<file path="config.mk">
export PLATFORM = sky130hd
export DESIGN_NAME = score_submitter
export DESIGN_NICKNAME = d
export VERILOG_FILES = /design/src/rtl/score_submitter.sv
export SDC_FILE = /design/constraint.sdc
export NUM_CORES = 1
export LEC_CHECK = 0
export BUFFER_PORTS_ARGS = -buffer_cell sky130_fd_sc_hd__buf_2
export CAP_MARGIN = 20
export CELL_PAD_IN_SITES_DETAIL_PLACEMENT = 1
export CELL_PAD_IN_SITES_GLOBAL_PLACEMENT = 1
export CORE_UTILIZATION = 37
export DETAILED_ROUTE_END_ITERATION = 10
export HOLD_SLACK_MARGIN = 0.05
export PLACE_DENSITY = 0.74
export SYNTH_ARGS = -nofsm -noshare
export SYNTH_HDL_FRONTEND = slang
export SYNTH_SLANG_ARGS = --single-unit
</file>
<file path="constraint.sdc">
create_clock -name clk -period 1.7 [get_ports clk]
set_input_delay 0.34 -clock clk [delete_from_list [all_inputs] [get_ports clk]]
set_output_delay 0.34 -clock clk [all_outputs]
set_load 0.02 [all_outputs]
</file>
<file path="src/rtl/score_submitter.sv">
// rtl/score_submitter.sv - play-round score accumulator that submits to a score tracker and waits for its verdict
// A login opens a timed round; hits are counted, the score is submitted once, then the tracker reply (or a timeout) is latched.
module score_submitter #(
    parameter int ROUND_CYCLES = 1000,
    parameter int MAX_SCORE    = 100,
    parameter int TIMEOUT      = 16
) (
    input  logic       clk,
    input  logic       rst,
    input  logic       login,
    input  logic [2:0] player_id_in,
    input  logic       guest_in,
    input  logic       hit,
    output logic       score_req,
    output logic [6:0] score,
    output logic [2:0] playerID,
    output logic       isGuest,
    input  logic       valid,
    input  logic       personal_winner,
    input  logic       global_winner,
    output logic       busy,
    output logic       done,
    output logic       pw_flag,
    output logic       gw_flag,
    output logic       err_timeout
);

    localparam int TW = $clog2(ROUND_CYCLES + 1);
    localparam int WW = $clog2(TIMEOUT + 1);
    localparam logic [TW-1:0] TIMER_LOAD = TW'(ROUND_CYCLES - 1);
    localparam logic [WW-1:0] WAIT_LOAD  = WW'(TIMEOUT);
    localparam logic [6:0]    SCORE_CAP  = 7'(MAX_SCORE);

    typedef enum logic [2:0] {
        S_IDLE,
        S_PLAY,
        S_SUBMIT,
        S_WAIT,
        S_RESULT
    } state_t;

    state_t        state_q, state_d;
    logic [TW-1:0] timer_q, timer_d;
    logic [WW-1:0] wait_q, wait_d;
    logic [6:0]    score_q, score_d;
    logic [2:0]    player_id_q, player_id_d;
    logic          is_guest_q, is_guest_d;
    logic          pw_q, pw_d;
    logic          gw_q, gw_d;
    logic          err_q, err_d;

    always_ff @(posedge clk) begin
        if (rst) begin
            state_q     <= S_IDLE;
            timer_q     <= '0;
            wait_q      <= '0;
            score_q     <= '0;
            player_id_q <= '0;
            is_guest_q  <= 1'b0;
            pw_q        <= 1'b0;
            gw_q        <= 1'b0;
            err_q       <= 1'b0;
        end else begin
            state_q     <= state_d;
            timer_q     <= timer_d;
            wait_q      <= wait_d;
            score_q     <= score_d;
            player_id_q <= player_id_d;
            is_guest_q  <= is_guest_d;
            pw_q        <= pw_d;
            gw_q        <= gw_d;
            err_q       <= err_d;
        end
    end

    always_comb begin
        state_d     = state_q;
        timer_d     = timer_q;
        wait_d      = wait_q;
        score_d     = score_q;
        player_id_d = player_id_q;
        is_guest_d  = is_guest_q;
        pw_d        = pw_q;
        gw_d        = gw_q;
        err_d       = err_q;

        case (state_q)
            S_IDLE, S_RESULT: begin
                if (login) begin
                    player_id_d = player_id_in;
                    is_guest_d  = guest_in;
                    score_d     = '0;
                    timer_d     = TIMER_LOAD;
                    pw_d        = 1'b0;
                    gw_d        = 1'b0;
                    err_d       = 1'b0;
                    state_d     = S_PLAY;
                end
            end
            S_PLAY: begin
                // The hit in the timer==0 cycle still counts: scoring is independent of the exit test.
                if (hit && (score_q < SCORE_CAP)) begin
                    score_d = score_q + 7'd1;
                end
                if (timer_q == '0) begin
                    state_d = S_SUBMIT;
                end else begin
                    timer_d = timer_q - TW'(1);
                end
            end
            S_SUBMIT: begin
                wait_d  = WAIT_LOAD;
                state_d = S_WAIT;
            end
            S_WAIT: begin
                if (valid) begin
                    pw_d    = personal_winner;
                    gw_d    = global_winner;
                    err_d   = 1'b0;
                    wait_d  = '0;
                    state_d = S_RESULT;
                end else if (wait_q <= WW'(1)) begin
                    err_d   = 1'b1;
                    wait_d  = '0;
                    state_d = S_RESULT;
                end else begin
                    wait_d = wait_q - WW'(1);
                end
            end
            default: begin
                state_d = S_IDLE;
            end
        endcase
    end

    assign score_req   = (state_q == S_SUBMIT);
    assign busy        = (state_q == S_PLAY) || (state_q == S_SUBMIT) || (state_q == S_WAIT);
    assign done        = (state_q == S_RESULT);
    assign score       = score_q;
    assign playerID    = player_id_q;
    assign isGuest     = is_guest_q;
    assign pw_flag     = pw_q;
    assign gw_flag     = gw_q;
    assign err_timeout = err_q;

endmodule

</file>
Word-level counts from Yosys, hierarchy flattened
Index checks and enable logic that the tools add are counted.
{ "totals": {"register_bits": 32, "input_bits": 11, "output_inout_bits": 17} }
{ "op_classes": {"n_addsub": 3, "n_lt_le_gt_ge": 2, "n_eq_ne": 10, "muxes": 22, "n_reduce_logical": 15} }
{ "ops": {"columns": ["op", "count"], "rows": [
  ["$mux 10", 2],
  ["$pmux 10 s2", 1],
  ["$reduce_and 3->1", 5],
  ["$mux 7", 2],
  ["$pmux 7 s2", 1],
  ["$mux 3", 4],
  ["$pmux 3 s4", 1],
  ["$logic_not 10->1", 1],
  ["$mux 5", 2],
  ["$ne 2x2->1 const B", 5],
  ["$pmux 5 s2", 1],
  ["$sub 10x1->10 const B", 1],
  ["$add 7x1->7 const B", 1],
  ["$lt 7x7->1 const B", 1],
  ["$eq 3x2->1 const B", 2],
  ["$pmux 1 s2", 3],
  ["$reduce_bool 2->1", 3],
  ["$le 5x1->1 const B", 1],
  ["$mux 1", 5],
  ["$sub 5x1->5 const B", 1],
  ["$eq 3x1->1 const B", 1],
  ["$eq 3x3->1 const B", 1],
  ["$logic_not 3->1", 1],
  ["$ne 3x3->1 const B", 1],
  ["4 further kinds", 5]
]} }

Depth between registers and ports, before layout
{ "depth": {"depth_word": 4, "ltp_mapped": 6} }

Worst setup path after synthesis
OpenSTA, ideal clock, no wires.
{ "synth_timing": {"path_type": "register to register", "startpoint": "register timer_q[2]", "endpoint": "register timer_q[9]", "setup_time_ns": 0.074, "arrival_ns": 1.814, "setup_slack_ns": -0.188, "path_stages_with_launch": 5, "path_buffers": 0, "path_cell_list": "dfxtp_1 or4_4 or4_1 or4_1 a31oi_1"} }
{ "synth_between": {"elab_chain_len": 3, "elab_cells_between_ends": 6, "cone_classes": "add/sub (1); eq/ne (1); mux (2); reduce/logical (2)"} }
{ "synth_rtl": {"columns": ["item", "line_no", "rtl"], "rows": [
  ["start, declared", "43", "logic [TW-1:0] timer_q, timer_d;"],
  ["start signal, assigned", "65", "timer_q <= timer_d;"],
  ["$sub 10x1->10 / $logic_not 10->1 (equally long branches)", "108, 105", null],
  ["$mux 10 / $ne 2x2->1 (equally long branches)", null, null],
  ["$pmux 10 s2 / $reduce_and 3->1 (equally long branches)", null, null]
]} }
Several ways; a longest one is shown, not always the timed one. The select of a mux whose other input is x is not followed.
A chain may end at the register's enable or synchronous reset.

Worst setup path after layout
Same ends and word-level chain as after synthesis.

==> out/results.tsv <==
metric	value	unit
status	finished, violations left	
violations	setup timing	
cts_max_path_buffers	2	
power-per-cell-area	1300	nW/um^2
ys_types	45	
synth_edf_count	0	
antenna_found_initial	0	
use_met2	38.7	%
synthCells	188	
setup_tns	-0.269	ns
crit_arrival	2.10	ns
dpl.hpwl	3.55	mm
cts_htree_levels	2	
port_buffers	27	
grt_start_max_net_pins	26	
max_freq	532	MHz
report.final.hold_viol_count	0	
tightest_slew	0.456	ns
dpl_cell_area	1990	um^2
hold_end	isGuest	
grt_util_met1	26.6	%
cap_viol_max_count	0	
rsz0062_at_grt	true	
async_flop_share	0	%
track_usage	22.6	%
period_minus_slack	1.88	ns
ys_ff_latch	32	
clkLatencyLatePin	0.30	ns
hold_depth	3	
vias_per_cell	5.58	
initial_core_util	39.2	%
rows	23	
vias	1686	
layout.nets	266	
hold_path.class	primary input to register	
dpl.cell_count	290	
min_from	guest_in	
fin_skew	0.00804	ns
yosysTopAreaCellShare	40.3	%
clkTransAtPathRegs	0.07	ns
syn-mean-instance-area	8.46	um^2
endpoint_kind	register	
ir_drop	0.474	mV
synth_warnings	0	
numCtsBuffers	5	
cts-root-buf	clkbuf_8	
die_w	67.6	um
worst-r2r-setup-slack	-0.18	ns
die-area	4560	um^2
ff2ff_path_depth	4	
nFillCells	477	
relSlewSlack	69.3	%
p_leak	0.922	nW
yosys-top-cells-count	dfxtp_1, nand2_1, a21oi_1, nor2_1, nand3_1	
synth.most_common_cell	dfxtp_1	
grt_use_met3	5.91	%
finalWeightedCongestion	0.817	
crit_required	1.92	ns
overflow	0	
synth_ff_type	dfxtp_1	
place_ws	-0.202	ns
r2r_start	timer_q[2]	
wire_per_inst	16.0	um
drive_above_1_share	40.5	%
path_max_fanout	2	
cts.sinks	32	
synth_area	1590	um^2
cp-start-kind	register	
drt_iter0_drc	37	
grt_pass1_wl	7.62	mm
setup_violations	3	
n_antenna_cell	0	
synth_fp_nets	203	
drc	0	
grt_busiest_layer	met2	
fin_crit_sh	110	%
setup_ws	-0.178	ns
ys_seq_area_share	40.3	%
die_h	67.6	um
floorplan.core_area	4060	um^2
instances_no_fill	302	
final_cell_area	2220	um^2
dr.pass1.iters	4	
grt_pass1_vias	1652	
ant_nets	0	
synth.area.top_cells	dfxtp_1, a21oi_1, nand2_1	
timing.rr.end	timer_q[9]	
slew_violations	0	
io_pins	28	
tritoncts	yes	
fin_hold_ws	0.298	ns
wl	4.83	mm
cts.hold.buffers_added	0	
area_growth	39.7	%
crit_type	register to register	
synth_top_area_cell	dfxtp_1	
[worst max path at each step]
| stage | from | end | cells after the start |
|---|---|---|---|
| floorplan | timer_q[2] | timer_q[9] | 4 |
| global placement | timer_q[5] | timer_q[9] | 4 |
| detailed placement | timer_q[5] | timer_q[9] | 4 |
| CTS | timer_q[2] | timer_q[9] | 4 |
| global route | timer_q[2] | timer_q[9] | 4 |
| finish | timer_q[2] | timer_q[9] | 4 |
[metrics by stage]
stage / util [%] / power (mW)
5_1_grt: 54.7 / 3.03
3_5_place_dp: 49.1 / 2.03
2_1_floorplan: - / 1.54
4_1_cts: 52.0 / 2.71
3_3_place_gp: 49.1 / 1.97
6_report: 54.7 / 2.88
[cells by family (layout without fill, tap and decap cells)]
kind of cell | count (synthesis) | count (layout) | synth area share, %
buffers and inverters | 16 | 80 | 5.27
muxes | 1 | 1 | 0.629
adders and majority gates | 4 | 4 | 3.15
AOI/OAI and AO/OA | 47 | 47 | 18.7
and+or+nand+nor | 82 | 82 | 28.6
xor gates and xnor gates | 6 | 6 | 3.30
DFF | 32 | 32 | 40.3
[registers in the layout (all words and copies together), names as in the netlist]
register / count
timer_q: 10
score: 7
pw_flag: 1
state_q: 3
isGuest: 1
err_timeout: 1
gw_flag: 1
playerID: 3
wait_q: 5
[metal layers]
| metal | up-vias | part of all wire (%) |
|---|---|---|
| met4 | 0 | 1.3 |
| met2 | 22 | 52 |
| li1 | 822 | - |
| met1 | 836 | 45 |
| met3 | 6 | 2.5 |
| met5 | - | 0 |
[where the power goes]
part / switching (mW) / internal (mW)
clock network: 0.299 / 0.323
registers: 0.0681 / 0.858
logic: 0.688 / 0.642
total: 1.05 / 1.82
[cell type report]
| cell class | count | area (um^2) | share of cell area [%] |
|---|---|---|---|
| Timing Repair Buffer | 65 | 430 | 19.4 |
| Clock buffer | 6 | 82.6 | 3.72 |
| Clock inverter | 2 | 10.0 | 0.451 |
| Tap cell | 50 | 62.6 | 2.82 |
| Inverter | 7 | 26.3 | 1.18 |
| Multi-Input combinational cell | 140 | 961 | 43.3 |
| Sequential cell | 32 | 648 | 29.2 |
[layout by cell type (no fill, tap or decap), types with 4 or more instances in the layout]
cell type / count
dfxtp_1: 26
buf_2: 26
clkbuf_8: 6
inv_1: 6
a31oi_1: 6
dfxtp_2: 6
o21ai_0: 6
nor3_1: 5
buf_4: 37
nor2_1: 13
nand4_1: 8
nand3_1: 9
xor2_1: 5
a21oi_1: 15
or4_4: 4
nand2_1: 18
[what timing repair did]
| item | in CTS | in global routing |
|---|---|---|
| buffers inserted | 1 | 3 |
| setup endpoints to repair | 4 | 15 |
| gates resized for setup | 6 | 23 |
| pin swaps | 3 | 4 |
[critical path, cell delays in order, from the launching register on]
cell and delay (ns):
dfxtp_2 0.32, or4_4 0.53, or4_4 0.42, or4_1 0.40
a31oi_1 0.13
Power figures use the tool's default switching activity.
